==> src/rtl/stim_capture_responder_if.sv <==
// Load/number stimulus bus plus the read/dump side of the capture responder.
// The master end belongs to the bench or stimulus generator, the slave end to the responder.
interface stim_capture_responder_if #(
   parameter int WIDTH = 8,
   parameter int PTR_W = 3
);
   logic             load;
   logic [WIDTH-1:0] number_in;
   logic             rd_req;
   logic             dump;
   logic [WIDTH-1:0] rd_data;
   logic             rd_valid;
   logic             busy;
   logic             dump_done;
   logic [PTR_W-1:0] count;
   logic             full;
   logic             empty;
   logic             overflow;
   logic             underflow;

   modport master (
      output load, number_in, rd_req, dump,
      input  rd_data, rd_valid, busy, dump_done, count, full, empty, overflow, underflow
   );

   modport slave (
      input  load, number_in, rd_req, dump,
      output rd_data, rd_valid, busy, dump_done, count, full, empty, overflow, underflow
   );
endinterface

==> src/rtl/stim_capture_responder.sv <==
// Captures stimulus bytes into a small circular store and returns them one at a time
// on rd_req, or as a back-to-back burst on dump.
module stim_capture_responder #(
   parameter int WIDTH = 8,
   parameter int DEPTH = 5,
   parameter int PTR_W = 3
) (
   input logic                     clk,
   input logic                     reset,
   stim_capture_responder_if.slave bus
);

   typedef enum logic [1:0] {IDLE, DUMP, DONE} state_t;

   localparam logic [PTR_W-1:0] DEPTH_P = PTR_W'(DEPTH);
   localparam logic [PTR_W-1:0] LAST_P  = PTR_W'(DEPTH - 1);

   state_t           state, state_next;
   logic [WIDTH-1:0] mem [DEPTH];
   logic [PTR_W-1:0] wr_ptr, rd_ptr, count, count_next, remaining;
   logic [WIDTH-1:0] rd_data_q;
   logic             rd_valid_q, full_q, empty_q, overflow_q, underflow_q;

   logic rd_go, wr_go, ovf_set, unf_set, dump_start;

   // DEPTH need not be a power of two, so wrap explicitly instead of relying on rollover.
   function automatic logic [PTR_W-1:0] ptr_inc(input logic [PTR_W-1:0] p);
      return (p == LAST_P) ? '0 : p + PTR_W'(1);
   endfunction

   // NOTE: sequential state uses non-blocking assignments so every register samples
   // pre-edge values, independent of process ordering.
   always_ff @(posedge clk) begin
      if (reset) state <= IDLE;
      else       state <= state_next;
   end

   // NOTE: each variable assigned in always_comb gets a default first, so no path can
   // leave it unassigned and infer a latch.
   always_comb begin
      state_next = state;
      unique case (state)
         IDLE: if (bus.dump) state_next = (count != '0) ? DUMP : DONE;
         DUMP: if (remaining == PTR_W'(1)) state_next = DONE;
         DONE: state_next = IDLE;
         default: state_next = IDLE;
      endcase
   end

   // Dump entry performs the first read itself, so a burst's data begins the cycle after dump.
   always_comb begin
      rd_go      = 1'b0;
      unf_set    = 1'b0;
      dump_start = 1'b0;
      unique case (state)
         IDLE: begin
            if (bus.dump) begin
               rd_go      = (count != '0);
               dump_start = (count != '0);
            end else if (bus.rd_req) begin
               rd_go   = (count != '0);
               unf_set = (count == '0);
            end
         end
         DUMP:    rd_go = (remaining != PTR_W'(1));
         default: rd_go = 1'b0;
      endcase
      // A read in the same cycle frees a slot, so a load while full still lands.
      wr_go   = bus.load && (!full_q || rd_go);
      ovf_set = bus.load && full_q && !rd_go;
   end

   always_comb begin
      count_next = count;
      unique case ({wr_go, rd_go})
         2'b10:   count_next = count + PTR_W'(1);
         2'b01:   count_next = count - PTR_W'(1);
         default: count_next = count;
      endcase
   end

   always_ff @(posedge clk) begin
      if (reset) begin
         wr_ptr      <= '0;
         rd_ptr      <= '0;
         count       <= '0;
         remaining   <= '0;
         rd_data_q   <= '0;
         rd_valid_q  <= 1'b0;
         full_q      <= 1'b0;
         empty_q     <= 1'b1;
         overflow_q  <= 1'b0;
         underflow_q <= 1'b0;
      end else begin
         if (wr_go) wr_ptr <= ptr_inc(wr_ptr);
         if (rd_go) begin
            rd_ptr    <= ptr_inc(rd_ptr);
            rd_data_q <= mem[rd_ptr];
         end
         rd_valid_q <= rd_go;
         count      <= count_next;
         full_q     <= (count_next == DEPTH_P);
         empty_q    <= (count_next == '0);
         // remaining counts the entries of the burst still to be shown, including the current one.
         if (dump_start)          remaining <= count;
         else if (state == DUMP)  remaining <= remaining - PTR_W'(1);
         if (ovf_set) overflow_q  <= 1'b1;
         if (unf_set) underflow_q <= 1'b1;
      end
   end

   // NOTE: the storage array has no reset; the pointers and count define which entries are
   // live, so stale contents are never observable.
   always_ff @(posedge clk) begin
      if (wr_go) mem[wr_ptr] <= bus.number_in;
   end

   assign bus.rd_data   = rd_data_q;
   assign bus.rd_valid  = rd_valid_q;
   assign bus.busy      = (state != IDLE);
   assign bus.dump_done = (state == DONE);
   assign bus.count     = count;
   assign bus.full      = full_q;
   assign bus.empty     = empty_q;
   assign bus.overflow  = overflow_q;
   assign bus.underflow = underflow_q;

endmodule

==> src/flat_wrapper.sv <==
// flat-port wrapper written by rule: the top's interface ports become plain ports
module stim_capture_responder_flat 
#(
   parameter int WIDTH = 8,
   parameter int DEPTH = 5,
   parameter int PTR_W = 3
)
  (clk, reset, bus_load, bus_number_in, bus_rd_req, bus_dump, bus_rd_data, bus_rd_valid, bus_busy, bus_dump_done, bus_count, bus_full, bus_empty, bus_overflow, bus_underflow);
  stim_capture_responder_if #(.WIDTH(WIDTH), .PTR_W(PTR_W)) bus_i ();
  input logic clk;
  input logic reset;
  input wire logic [$bits(bus_i.load)-1:0] bus_load;
  input wire logic [$bits(bus_i.number_in)-1:0] bus_number_in;
  input wire logic [$bits(bus_i.rd_req)-1:0] bus_rd_req;
  input wire logic [$bits(bus_i.dump)-1:0] bus_dump;
  output wire logic [$bits(bus_i.rd_data)-1:0] bus_rd_data;
  output wire logic [$bits(bus_i.rd_valid)-1:0] bus_rd_valid;
  output wire logic [$bits(bus_i.busy)-1:0] bus_busy;
  output wire logic [$bits(bus_i.dump_done)-1:0] bus_dump_done;
  output wire logic [$bits(bus_i.count)-1:0] bus_count;
  output wire logic [$bits(bus_i.full)-1:0] bus_full;
  output wire logic [$bits(bus_i.empty)-1:0] bus_empty;
  output wire logic [$bits(bus_i.overflow)-1:0] bus_overflow;
  output wire logic [$bits(bus_i.underflow)-1:0] bus_underflow;
  assign bus_i.load = bus_load;
  assign bus_i.number_in = bus_number_in;
  assign bus_i.rd_req = bus_rd_req;
  assign bus_i.dump = bus_dump;
  assign bus_rd_data = bus_i.rd_data;
  assign bus_rd_valid = bus_i.rd_valid;
  assign bus_busy = bus_i.busy;
  assign bus_dump_done = bus_i.dump_done;
  assign bus_count = bus_i.count;
  assign bus_full = bus_i.full;
  assign bus_empty = bus_i.empty;
  assign bus_overflow = bus_i.overflow;
  assign bus_underflow = bus_i.underflow;
  stim_capture_responder #(.WIDTH(WIDTH), .DEPTH(DEPTH), .PTR_W(PTR_W)) u_core (.clk(clk), .reset(reset), .bus(bus_i));
endmodule
==> config.mk <==
export PLATFORM = sky130hd
export DESIGN_NAME = stim_capture_responder_flat
export DESIGN_NICKNAME = d
export VERILOG_FILES = /design/src/rtl/stim_capture_responder_if.sv /design/src/rtl/stim_capture_responder.sv /design/src/flat_wrapper.sv
export SDC_FILE = /design/constraint.sdc
export NUM_CORES = 1
export LEC_CHECK = 0
export ABC_CLOCK_PERIOD_IN_PS = 3400
export CELL_PAD_IN_SITES_DETAIL_PLACEMENT = 2
export CELL_PAD_IN_SITES_GLOBAL_PLACEMENT = 2
export CORE_ASPECT_RATIO = 1.75
export CORE_MARGIN = 2
export CORE_UTILIZATION = 38
export DETAILED_ROUTE_END_ITERATION = 8
export PLACE_DENSITY_LB_ADDON = 0.1
export SLEW_MARGIN = 10
export SYNTH_ARGS = -nofsm -noshare
export SYNTH_HDL_FRONTEND = slang
export SYNTH_SLANG_ARGS = --single-unit
==> constraint.sdc <==
create_clock -name clk -period 3.4 [get_ports clk]
set_input_delay 0.68 -clock clk [delete_from_list [all_inputs] [get_ports clk]]
set_output_delay 0.68 -clock clk [all_outputs]
set_load 0.02 [all_outputs]
---- After elaboration in Yosys (flattened, before gate mapping) ----
Memories as Yosys holds them, arrays and structs flattened. A register that Yosys moved wholly into a read port is not among the register bits.
Cells that the tools add are included.
operators by class
  add/subtract/negate cells ............... 5
  div/mod/pow operators ................... 0
  equality and inequality tests ........... 11
  bitwise operators ....................... 0
  magnitude comparators ................... 0
  mux-type cells .......................... 19
  multipliers ............................. 0
  reductions and logical operators ........ 13
  shift-type cells ........................ 0
operator list
  cell                   number
  $mux W3                4
  $add A3 B1 Y3 const B  3
  $eq A3 B3 Y1 const B   3
  $mux W1                9
  $logic_not A3 Y1       2
  $mux W2                3
  $pmux W3 S2            1
  $sub A3 B1 Y3 const B  2
  $eq A2 B1 Y1 const B   2
  $eq A2 B2 Y1 const B   2
  $pmux W2 S2            1
  $reduce_bool A2 Y1     2
  $eq A3 B1 Y1 const B   1
  $logic_and A1 B1 Y1    3
  $ne A3 B1 Y1 const B   1
  $reduce_bool A3 Y1     1
  $logic_not A1 Y1       2
  $logic_not A2 Y1       1
  $ne A2 B1 Y1 const B   1
  $ne A2 B2 Y1 const B   1
  $pmux W1 S2            1
  $reduce_and A2 Y1      1
  $logic_or A1 B1 Y1     1
storage, ports and cells
  ROM bits ................................ 0
  logic and storage cells ................. 59
  bits of input ports ..................... 13
  memories kept ........................... 1
  memory bits (writable) .................. 40
  bits in registers ....................... 19
  bits in latches ......................... 0
  output and inout port bits .............. 18
memories
  name        words  width  read ports  clocked after memory_dff  write ports  line                          source
  u_core.mem  5      8      1           1                         1            stim_capture_responder.sv:19  logic [WIDTH-1:0] mem [DEPTH];

---- Logic depth before layout (Yosys ltp) ----
  depth after elaboration ................. 9
  gate-level depth with buffers ........... 13
  gate-level depth less buffers ........... 13

---- Least setup slack after synthesis ----
OpenSTA, ideal clock, no wires.
  path type ............................... input -> register
  from .................................... input port bus_rd_req
  to ...................................... register u_core.full_q (netlist: u_core.bus.full)
  data required time ...................... 3.308 ns
  cell stages on the path ................. 11
  arrival time ............................ 2.475 ns
  path buffers ............................ 0
  setup time .............................. 0.092 ns
  slack ................................... 0.833 ns
  cells stage by stage .................... nor2_1 o32a_4 inv_6 o21ai_4 ha_1 inv_1 fa_1 xor2_1 nor2_1 xnor2_1 nor4_1
on the way
  cells in the longest elaborated chain, start to end .. 8
  elaborated cells between the ends (all ways) .. 9
  those cells by class .................... 3 x eq/ne; 4 x mux; 2 x reduce/logical
RTL lines
  element                                              line                           source
  start, declared                                      flat_wrapper.sv:14             input wire logic [$bits(bus_i.rd_req)-1:0] bus_rd_req;
  $mux W1 *                                            stim_capture_responder.sv:60   end else if (bus.rd_req) begin
  $mux W1 *                                            stim_capture_responder.sv:57   if (bus.dump) begin
  $pmux W1 S2 *                                        stim_capture_responder.sv:55   unique case (state)
  $logic_or A1 B1 Y1                                   stim_capture_responder.sv:69   wr_go = bus.load && (!full_q || rd_go);
  $logic_and A1 B1 Y1                                  stim_capture_responder.sv:69
  $eq A2 B1 Y1 / $eq A2 B2 Y1 (equally long branches)  stim_capture_responder.sv:75   unique case ({wr_go, rd_go})
  $pmux W3 S2 *                                        stim_capture_responder.sv:75
  $eq A3 B3 Y1 *                                       stim_capture_responder.sv:102  full_q <= (count_next == DEPTH_P);
  end signal, assigned                                 stim_capture_responder.sv:102
  end, declared                                        stim_capture_responder.sv:22   logic rd_valid_q, full_q, empty_q, overflow_q, underflow_q;
Every way passes the cells marked *; elsewhere a longest branch is shown, timed or not.
A chain may end at the register's enable or synchronous reset.

---- Final worst setup path ----
Ends and elaborated chain as after synthesis.

==> run metrics <==
Root Buffer Master=clkbuf_16; critical path arrival=3.13 ns; Initial DRC Count=81; HP Class=register to register; clk buf depth=2; Rows=41; nature of the critical path endpoint=register; flops & latches, synth=67; vias=1831; Routed WL per cell=19.3 um; Netlist cell types=37; post-route cell area=3510 um^2; crit-path max FO=9; iteration count of the initial detailed-routing pass=3; synthesized instance count=217; Power Density=881 nW/um^2; setup bufs post-CTS=0; Core Region=7180 um^2; maximum clock rate=345 MHz; Slew Viols, Final=0; Post-synth EDFFs=40; Tot GR Track Use=0.190; Max Cap Viol=0; Crit path top cell by count=nor2_1; Mapped Area=2800 um^2; Worst Path Buf+Inv=3; slew margin rel.=0.478; RePlAce Congestion=0.670; Max rail drop VDD=455 uV; vias in the first global route=2020; hpwl dp=4.75 mm; Hold Slack=0.483 ns; Post-Route Setup TNS=0 ns; CTS tree=built; H-tree Lvls=3; first-pass GRT wire length=10.8 mm; post-CTS sizing=0; ant diodes=0; CP Cell Sequence=clkdlybuf4s50_1 > nor2_1 > o32a_4 > inv_6 > o21ai_4 > ha_1 > inv_1 > fa_1 > xor2_1 > nor2_1 > xnor2_1 > nor4_1; Clk Latency, worst-skew pair=0.33 ns; Design Power=3.09 mW; sequential element share of the synthesized area=0.621; cell internal pwr=2.03 mW; CTS Buf Count=9; Die H=118 um; Final Cycle Share=0.852; status=completed; syn avg cell area=12.9 um^2; worst slew pin tran=0.781 ns; RSZ-0062 raised after global routing=no; final hold vios=0; Reg clk slew, reported paths=0.05 ns; critical path startpoint category=input port; async set or reset register ratio after synthesis=0; initial antenna violation count=0; vias per inst=5.23; clock group share of total power=0.283; Final setup viols=0; critical path required time=3.64 ns; io pins=31; final net count=280; Switching Share=0.342; skew final=0.00558 ns; CP max stage delay=0.43 ns; pin count of the biggest net entering global routing=20; Initial Util=0.390; die area=8110 um^2; combinational group share of total power=0.354; DRC Markers=0; Top FF cell, synth=edfxtp_1; layout cells sized above 1=0.129; Slowest-stage cell, CP=clkdlybuf4s50_1; switching pwr=1.06 mW; post-route ant nets=0; chip width=68.9 um; CP Class=input port to register; cts hold-fix bufs=0; Fillers=720; yosys warns=0; clk sink count=67; Area Overhead vs Synth=25.1%; count of input and output buffers=30; Min Clock Period, post-route=2.90 ns; final WL=6.76 mm; Seq pwr share=0.363; Largest delay share family, worst path=adder cells; Post-DP Area=3220 um^2; Pleak=1.25 nW; Mapped Nets=238; Remaining Overflow, GRT=0
power by group through the flow:
stage	clock network [mW]	logic [mW]	registers (mW)
after floorplan	0	0.726	1.17
after global placement	0	1.07	1.14
after detailed placement	0	1.11	1.14
after CTS	0.896	1.12	1.13
after global routing	0.926	1.22	1.14
final	0.873	1.09	1.12
cell type report:
type | count | area, um^2 | area share
well taps | 86 | 108 | 0.0307
repair buffers | 39 | 368 | 0.105
flip-flops and latches | 67 | 1740 | 0.497
inverters | 16 | 65.1 | 0.0186
multi-input cells | 126 | 940 | 0.268
clock buffers | 15 | 279 | 0.0796
clock inverters | 1 | 5.00 | 0.00143
placed cells by master (no fill, tap or decap):
master	instances
a211oi_1	2
a211oi_2	8
a21o_1	1
a21oi_1	8
a22o_1	1
a22oi_1	7
a31oi_1	1
a41oi_1	1
and2_1	2
buf_4	9
clkbuf_1	4
clkbuf_16	10
clkbuf_8	1
clkdlybuf4s50_1	30
clkinv_2	1
dfxtp_1	27
edfxtp_1	40
fa_1	1
ha_1	7
inv_1	15
inv_6	1
mux2i_1	17
mux4_2	1
nand2_1	7
nand2b_1	2
nand3_1	5
nor2_1	22
nor2b_1	5
nor3_2	1
nor4_1	7
o21ai_0	10
o21ai_4	1
o22a_1	1
o32a_4	1
o32ai_1	1
or3_1	1
xnor2_1	3
xor2_1	2
kinds of logic (layout without fill, tap and decap cells):
logic type	count (synthesis)	after routing	synth area share
AO/OA/AOI/OAI	43	43	0.123
AND/OR/NAND/NOR	52	52	0.0893
adder cells (fa/ha/maj)	8	8	0.0384
multiplexers	18	18	0.0687
flip-flops	67	67	0.621
buffers and inverters	24	71	0.0433
XOR/XNOR	5	5	0.0156
sequential cells by signal (all words and copies together) (netlist names):
name,flops
u_core.bus.full,1
u_core.mem,40
u_core.bus.rd_valid,1
u_core.rd_ptr,3
u_core.wr_ptr,3
u_core.state,2
u_core.bus.count,3
u_core.remaining,3
u_core.bus.rd_data,8
u_core.bus.empty,1
u_core.bus.overflow,1
u_core.bus.underflow,1
worst paths after layout:
path	startpoint	endpoint	slack [ns]	depth (start not counted)
max	bus_rd_req	u_core.bus.full	0.50	12
min	u_core.bus.overflow	u_core.bus.overflow	0.48	2
max reg2reg	u_core.remaining[0]	u_core.bus.full	0.57	12
min reg2reg	u_core.bus.overflow	u_core.bus.overflow	0.48	2
cells in the mapped netlist, types with 7 or more instances:
library cell | instances | share of area
nor4_1 | 7 | 0.016
a211oi_2 | 8 | 0.036
ha_1 | 7 | 0.031
nand2_1 | 7 | 0.0094
nor2_1 | 22 | 0.029
a21oi_1 | 8 | 0.014
a22oi_1 | 7 | 0.019
o21ai_0 | 10 | 0.018
mux2i_1 | 17 | 0.061
edfxtp_1 | 40 | 0.43
dfxtp_1 | 27 | 0.19
inv_1 | 15 | 0.020
layer usage:
layer / GRT usage / vias up / wire length, um
met5: 0 / - / 0
met3: 0.0516 / 9 / 188
met4: 0.0662 / 0 / 114
met1: 0.201 / 911 / 2530
met2: 0.344 / 32 / 3920
li1: - / 879 / -
tightest hold or removal path: stages, from the launching register on:
cell,delay (ns)
dfxtp_1,0.33
a31oi_1,0.04
nor2_1,0.07
metrics by stage:
step / utilization / instances / setup slack, ns
3_5_place_dp: 0.449 / 334 / 0.134
6_report: 0.488 / 350 / 0.502
4_1_cts: 0.488 / 350 / 0.473
3_3_place_gp: 0.449 / 334 / 0.225
2_1_floorplan: - / 217 / 0.833
5_1_grt: 0.488 / 350 / 0.252
Note: power is estimated with default switching activity, not from simulation.
